[src/rtl/dcache_miss_ctrl.sv]
// Load-side data-cache controller: hit return, MSHR miss tracking, BUS_LOAD issue,
// line fill through wr0 and halt drain.
module dcache_miss_ctrl #(
   parameter int unsigned MSHR_DEPTH = 4
) (
   input  logic        clock_i,
   input  logic        reset_ni,
   input  logic        ld_valid_i,
   input  logic [63:0] ld_addr_i,
   input  logic [4:0]  ld_id_i,
   output logic        ld_ready_o,
   output logic [6:0]  rd1_idx_o,
   output logic [21:0] rd1_tag_o,
   input  logic        rd1_valid_i,
   input  logic [63:0] rd1_data_i,
   output logic        ld_done_o,
   output logic [4:0]  ld_done_id_o,
   output logic [63:0] ld_done_data_o,
   output logic [1:0]  dmem_command_o,
   output logic [63:0] dmem_addr_o,
   input  logic [3:0]  dmem_response_i,
   input  logic [3:0]  dmem_tag_i,
   input  logic [63:0] dmem_data_i,
   output logic        wr0_en_o,
   output logic [6:0]  wr0_idx_o,
   output logic [21:0] wr0_tag_o,
   output logic [63:0] wr0_data_o,
   input  logic        halt_req_i,
   output logic        halt_ready_o
);

   localparam int unsigned IdxW = (MSHR_DEPTH > 1) ? $clog2(MSHR_DEPTH) : 1;
   localparam logic [1:0] BusNone = 2'd0;
   localparam logic [1:0] BusLoad = 2'd1;

   logic [MSHR_DEPTH-1:0] valid_q, valid_d, issued_q, issued_d;
   logic [3:0]            mem_tag_q [MSHR_DEPTH];
   logic [3:0]            mem_tag_d [MSHR_DEPTH];
   logic [60:0]           addr_q    [MSHR_DEPTH];
   logic [60:0]           addr_d    [MSHR_DEPTH];
   logic [4:0]            id_q      [MSHR_DEPTH];
   logic [4:0]            id_d      [MSHR_DEPTH];

   logic        done_q, done_d, halt_ready_q, halt_ready_d;
   logic [4:0]  done_id_q, done_id_d;
   logic [63:0] done_data_q, done_data_d;

   logic            free_found, issue_found, ret_found;
   logic [IdxW-1:0] alloc_idx, issue_idx, ret_idx;
   logic            accept, hit, miss;
   logic            unused_offset;

   assign unused_offset = ^ld_addr_i[2:0];
   assign rd1_idx_o     = ld_addr_i[9:3];
   assign rd1_tag_o     = ld_addr_i[31:10];

   // Descending scans so the lowest matching index wins.
   always_comb begin
      free_found  = 1'b0;
      alloc_idx   = '0;
      issue_found = 1'b0;
      issue_idx   = '0;
      ret_found   = 1'b0;
      ret_idx     = '0;
      for (int i = MSHR_DEPTH - 1; i >= 0; i--) begin
         if (!valid_q[i]) begin
            free_found = 1'b1;
            alloc_idx  = IdxW'(i);
         end
         if (valid_q[i] && !issued_q[i]) begin
            issue_found = 1'b1;
            issue_idx   = IdxW'(i);
         end
         if (valid_q[i] && issued_q[i] && (dmem_tag_i != 4'd0) && (mem_tag_q[i] == dmem_tag_i)) begin
            ret_found = 1'b1;
            ret_idx   = IdxW'(i);
         end
      end
   end

   // A return cycle blocks acceptance so hits never collide with fills on ld_done.
   assign ld_ready_o = ~halt_req_i & free_found & (dmem_tag_i == 4'd0);
   assign accept     = ld_valid_i & ld_ready_o;
   assign hit        = accept & rd1_valid_i;
   assign miss       = accept & ~rd1_valid_i;

   assign dmem_command_o = issue_found ? BusLoad : BusNone;
   assign dmem_addr_o    = issue_found ? {addr_q[issue_idx], 3'b000} : 64'd0;

   assign wr0_en_o   = ret_found;
   assign wr0_idx_o  = ret_found ? addr_q[ret_idx][6:0] : 7'd0;
   assign wr0_tag_o  = ret_found ? addr_q[ret_idx][28:7] : 22'd0;
   assign wr0_data_o = dmem_data_i;

   always_comb begin
      valid_d     = valid_q;
      issued_d    = issued_q;
      mem_tag_d   = mem_tag_q;
      addr_d      = addr_q;
      id_d        = id_q;
      done_id_d   = done_id_q;
      done_data_d = done_data_q;
      if (issue_found && (dmem_response_i != 4'd0)) begin
         issued_d[issue_idx]  = 1'b1;
         mem_tag_d[issue_idx] = dmem_response_i;
      end
      if (ret_found) begin
         valid_d[ret_idx]  = 1'b0;
         issued_d[ret_idx] = 1'b0;
         done_id_d         = id_q[ret_idx];
         done_data_d       = dmem_data_i;
      end
      if (miss) begin
         valid_d[alloc_idx]  = 1'b1;
         issued_d[alloc_idx] = 1'b0;
         addr_d[alloc_idx]   = ld_addr_i[63:3];
         id_d[alloc_idx]     = ld_id_i;
      end
      if (hit) begin
         done_id_d   = ld_id_i;
         done_data_d = rd1_data_i;
      end
      done_d       = hit | ret_found;
      halt_ready_d = halt_req_i & ~(|valid_d) & ~done_d;
   end

   always_ff @(posedge clock_i or negedge reset_ni) begin
      if (!reset_ni) begin
         valid_q      <= '0;
         issued_q     <= '0;
         done_q       <= 1'b0;
         done_id_q    <= 5'd0;
         done_data_q  <= 64'd0;
         halt_ready_q <= 1'b0;
         for (int i = 0; i < MSHR_DEPTH; i++) begin
            mem_tag_q[i] <= 4'd0;
            addr_q[i]    <= 61'd0;
            id_q[i]      <= 5'd0;
         end
      end else begin
         valid_q      <= valid_d;
         issued_q     <= issued_d;
         mem_tag_q    <= mem_tag_d;
         addr_q       <= addr_d;
         id_q         <= id_d;
         done_q       <= done_d;
         done_id_q    <= done_id_d;
         done_data_q  <= done_data_d;
         halt_ready_q <= halt_ready_d;
      end
   end

   assign ld_done_o      = done_q;
   assign ld_done_id_o   = done_id_q;
   assign ld_done_data_o = done_data_q;
   assign halt_ready_o   = halt_ready_q;

endmodule

[config.mk]
export PLATFORM = sky130hd
export DESIGN_NAME = dcache_miss_ctrl
export DESIGN_NICKNAME = d
export VERILOG_FILES = /design/src/rtl/dcache_miss_ctrl.sv
export SDC_FILE = /design/constraint.sdc
export NUM_CORES = 1
export LEC_CHECK = 0
export BUFFER_PORTS_ARGS = -buffer_cell sky130_fd_sc_hd__buf_2
export CAP_MARGIN = 40
export CELL_PAD_IN_SITES_DETAIL_PLACEMENT = 1
export CELL_PAD_IN_SITES_GLOBAL_PLACEMENT = 1
export CORE_MARGIN = 2
export CORE_UTILIZATION = 25
export CTS_CLUSTER_DIAMETER = 100
export DETAILED_ROUTE_END_ITERATION = 12
export PLACE_DENSITY = 0.51
export SLEW_MARGIN = 10
export SYNTH_ARGS = -nofsm -noshare
export SYNTH_HDL_FRONTEND = slang
export SYNTH_SLANG_ARGS = --single-unit
[constraint.sdc]
create_clock -name clock_i -period 3.3 [get_ports clock_i]
set_input_delay 0.495 -clock clock_i [delete_from_list [all_inputs] [get_ports clock_i]]
set_output_delay 0.495 -clock clock_i [all_outputs]
set_load 0.01 [all_outputs]
# Word level (Yosys, flattened, before mapping)
# Index checks and enable logic that the tools add are counted.
# totals
register_bits	359
# classes
n_lt_le_gt_ge	11
eq_ne	4
n_mux	61
bitwise_logic	22
reduce_logical	31
# ops
operator	n
binary-select mux 61 bit (select 2 bit)	2
bitwise mux 244 bit	1
2-to-1 mux 64 bit	3
2-to-1 mux 61 bit	3
demux 61 bit (select 2 bit)	1
2-to-1 mux 29 bit	2
2-to-1 mux 5 bit	5
2-to-1 mux 2 bit	12
2-to-1 mux 4 bit	6
logical AND 1 bit	22
2-to-1 mux 22 bit	1
bitwise mux 20 bit	1
bitwise mux 16 bit	1
== test 4 bit	4
2-to-1 mux 1 bit	16
bitwise AND 4 bit	3
binary-select mux 5 bit (select 2 bit)	1
demux 5 bit (select 2 bit)	1
>= comparator 3 bit (second input constant)	3
less-than comparator 2 x 3 -> 1 bit (second input constant)	3
NOT 2 -> 3 bit	3
demux 4 bit (select 2 bit)	1
NOT 4 bit	2
bitwise OR 4 bit	2
12 further kinds	30

# Longest topological paths before layout
# logic_depth
word_depth	20
ltp_mapped	10

# Worst setup path after synthesis
# Ideal clock, no wire load.
# synth_path
path_type	input-to-output
startpoint	input dmem_tag_i[0]
endpoint	output wr0_tag_o[13]
arrival_ns	2.197
setup_slack_ns	0.608
path_stages	10
path_cell_list	buf_4 nor4_4 nor3_1 and4_1 clkbuf_1 a31oi_1 buf_4 buf_6 o22ai_1 a21oi_1
# synth_via
elab_chain_len	12
word_cells_on_any_way	26
cone_classes	4 x eq/ne; 12 x mux; 1 x bitwise; 9 x reduce/logical
# synth_lines
item	line	source
start: declaration	22	input logic [3:0] dmem_tag_i,
nonzero test 4 bit	74	if (valid_q[i] && issued_q[i] && (dmem_tag_i != 4'd0) && (mem_tag_q[i] == dmem_tag_i)) begin
logical AND 1 bit (2 in a row)	74	
2-to-1 mux 2 bit (4 in a row)	74	
NOT 2 -> 3 bit (not written as such)	92	assign wr0_tag_o = ret_found ? addr_q[ret_idx][28:7] : 22'd0;
binary-select mux 61 bit (select 2 bit)	92	
2-to-1 mux 29 bit (not written as such) (2 in a row)	92	
2-to-1 mux 22 bit (*)	92	
end: declaration	26	output logic [21:0] wr0_tag_o,
# Every way passes the cells marked *; elsewhere a longest branch is shown, timed or not. The select of a mux whose other input is x is not followed.

# Final worst setup path
# layout_path
startpoint	register issued_q[0]
endpoint	output dmem_addr_o[42]
# layout_via
elab_chain_len	8
word_cells_on_any_way	9
cone_classes	6 x mux; 1 x bitwise; 2 x reduce/logical
# layout_lines
item	line	source
start: declaration	36	logic [MSHR_DEPTH-1:0] valid_q, valid_d, issued_q, issued_d;
start signal: assignment	142	issued_q <= issued_d;
zero test 1 bit (*)	70	if (valid_q[i] && !issued_q[i]) begin
logical AND 1 bit (*)	70	
2-to-1 mux 2 bit	70	
NOT 2 -> 3 bit (not written as such)	88	assign dmem_addr_o = issue_found ? {addr_q[issue_idx], 3'b000} : 64'd0;
binary-select mux 61 bit (select 2 bit)	88	
2-to-1 mux 61 bit (not written as such) (2 in a row)	88	
2-to-1 mux 64 bit (*)	88	
end: declaration	20	output logic [63:0] dmem_addr_o,
# Marks and branches as above.

==> out/metrics.csv <==
stage,metric,value,unit
cts,clk_root_buffer_cell,clkbuf_16,
yosys,syn_area,17700,um2
critical_path,crit_type,register to primary output,
finish,nNetsFinal,2080,
critical_path,r2r_start,mem_tag_q[9],
flow_run,maxCapViolations,0,
cts,clk_path_buf_depth,3,
sta,setup_viol,0,
global_routing,antenna_found_initial,5,
routing,wl_per_cell,22.5,um
cts,h-tree-depth,2,
die,start_util,25.3,%
routing,ant_nets,0,
yosys,ys_warn_count,0,
die,row_count,97,
critical_path,required,2.80,ns
yosys,synthTopCellsByCount,"dfrtp_1, mux2_2, nand2_1",
hold_path,hold_path_depth,3,
yosys,synth_edf_count,0,
routing,drt-pass1-iter-count,6,
die,fp.coreArea,70100,um2
yosys,yosys.area.top_type,dfrtp_1,
sta,hold_ws,0.136,ns
sta,rsz0062_at_grt,yes,
yosys,synth_ff_type,dfrtp_1,
global_routing,grt_max_degree,86,
sta,finalMaxSlewViolations,0,
power,internal_power,9.92,mW
finish,layout-drive-gt1-share,49.7,%
routing,vias_per_cell,4.76,
routing,num_vias,13534,
power,ir_worst_vdd,0.000333,V
cts,tritoncts,done,
sta,fin_worst_skew,0.0152,ns
power,switching_power,4.39,mW
global_routing,grt_pass1_wl,95800,um
critical_path,rrSetupSlack,0.80,ns
placed_design,hpwlAfterDp,40900,um
power,p_clk_share,35.6,%
yosys,ys_types,56,
yosys,synth-async-reset-ratio,100,%
sta,post-route-min-period,3.18,ns
critical_path,cp.arrival,2.69,ns
yosys,yosysSeqAreaShare,50.6,%
hold_path,hold_class,input pin to register,
finish,syn_to_final_growth,27.7,%
sta,max-slew-margin-rel,55.3,%
finish,post-route-util,32.3,%
yosys,synth_area_per_cell,11.9,um2
yosys,synth_area_leaders,"dfrtp_1, mux2_2, buf_4",
critical_path,r2r_cells,10,
power,seq_power_share,39.2,%
routing,drc,0,
cts,cts.clk_slew.worst_paths,0.06,ns
sta,tightest_slew,0.665,ns
sta,period_share,96.4,%
die,dieArea,73100,um2
routing,detail_route.wirelength,63900,um
sta,final-hold-violation-count,0,
power,leakagePower,10.8,nW
placed_design,numPortBuffers,463,
power,switching_share,30.7,%
critical_path,reg2reg_to,ld_done_data_o[11],
hold_path,hold_start,rd1_data_i[8],
die,chipWidth,270,um
yosys,synth.most_common_cell,dfrtp_1,
critical_path,crit_path_end_kind,primary output,
critical_path,startpoint_type,register,
global_routing,grt_pass1_vias,14890,
sta,max_freq,0.314,GHz
yosys,synth_top_area_share,50.6,%
cts,cts_sinks,359,
status,status,"finished, final reports clean",
finish,fillerInstances,7774,
yosys,synth_seq_cells,359,
routing,drt_iter0_drc,730,
power,power.density,632,nW/um2
power,pwr-share-comb,25.3,%
placed_design,gp_congestion,0.891,
cts,clock_latency,0.58,ns
cts,cts_buffers,46,
yosys,synth_cells,1494,
hold_path,min_to,ld_done_data_o[8],
die,io_pins,471,
global_routing,grt_overflow_total,0,
die,die_y,270,um
global_routing,grt_usage,16.9,%
critical_path,cp_max_fo,7,
-- logic make-up (layout without fill, tap and decap cells) --
family	count (synthesis)	in the layout	synth area share (%)
compound gates	289	289	11.0
xor+xnor	12	12	0.592
buf+inv	221	623	8.10
flops	359	359	50.6
mux	365	365	23.5
other cells	1	7	0.0211
simple gates	247	247	6.22
-- stage by stage --
step	cells	TNS [ns]	power [mW]	cell area, um2	setup WS (ns)
floorplan	1497	0	7.60	17800	0.608
global placement	2744	0	9.04	20700	0.192
detailed placement	2744	0	9.15	20700	0.119
CTS	2828	0	14.5	22400	0.00302
global route	2841	-0.130	15.1	22700	-0.0334
finish	2842	0	14.3	22700	0.117
-- worst max path at each step --
| stage | endpoint | start | depth (start not counted) | slack [ns] |
|---|---|---|---|---|
| 3_5_place_dp | wr0_tag_o[3] | dmem_tag_i[3] | 10 | 0.12 |
| 4_1_cts | wr0_tag_o[7] | mem_tag_q[8] | 10 | 0.003 |
| 3_3_place_gp | wr0_tag_o[20] | dmem_tag_i[3] | 10 | 0.19 |
| 6_report | dmem_addr_o[42] | issued_q[0] | 10 | 0.12 |
| 2_1_floorplan | wr0_tag_o[13] | dmem_tag_i[0] | 10 | 0.61 |
| 5_1_grt | wr0_tag_o[10] | mem_tag_q[9] | 10 | -0.03 |
-- per-layer routing --
metal / track usage (%) / wire (um) / vias to the layer above
li1: - / - / 6088
met1: 20.8 / 26900 / 6956
met2: 30.0 / 32300 / 397
met3: 3.36 / 3250 / 89
met4: 4.89 / 1440 / 4
met5: 0 / 26 / -
-- placed cells by master (no fill, tap or decap), types with 33 or more instances in the layout --
cell       synthesis  final
clkbuf_16          0     53
nand2_1          154    152
buf_2             52    459
dfrtp_1          359    356
mux2i_1           64     64
mux2_2           261    260
buf_4            105     33
mux2_4            36     37
o21ai_1           65     64
a21oi_1           42     34
-- worst max-delay path, cell delays in order (launching register included) --
cell and delay, ns:
dfrtp_2 0.44, nor2b_4 0.23, nor2_4 0.08, nor2_4 0.12, buf_12 0.14, buf_12 0.11
clkbuf_16 0.14, mux2_2 0.33, a222oi_1 0.29, nor2_1 0.07, buf_2 0.17
-- power groups by stage --
stage | sequential [mW] | combinational (mW) | clock [mW]
after floorplan | 5.79 | 1.81 | 0
after global placement | 5.63 | 3.41 | 0
after detailed placement | 5.67 | 3.47 | 0
after CTS | 5.61 | 3.57 | 5.30
after global routing | 5.71 | 3.97 | 5.44
final | 5.61 | 3.62 | 5.09
-- sequential cells by signal, indices dropped and copies added (netlist names) --
| signal | cells |
|---|---|
| addr_q | 244 |
| halt_ready_o | 1 |
| id_q | 20 |
| issued_q | 4 |
| ld_done_data_o | 64 |
| ld_done_id_o | 5 |
| ld_done_o | 1 |
| mem_tag_q | 16 |
| valid_q | 4 |
-- what timing repair did --
item	in CTS	in global routing
hold endpoints to repair	62	0
buffers inserted	4	7
gates cloned	2	4
pin swaps	4	16
setup endpoints to repair	58	40
gates resized for setup	15	29
hold buffers	1	0
-- layout make-up --
cell class | count | area [um2] | area share [%]
diodes | 3 | 7.51 | 0.0331
clock buffers | 66 | 1380 | 6.09
clock inverters | 11 | 140 | 0.618
inverters | 12 | 45.0 | 0.199
multi-input cells | 917 | 7530 | 33.2
flip-flops and latches | 359 | 8990 | 39.7
well taps | 940 | 1180 | 5.19
repair buffers | 534 | 3400 | 15.0
Note: power is estimated with default switching activity, not from simulation.
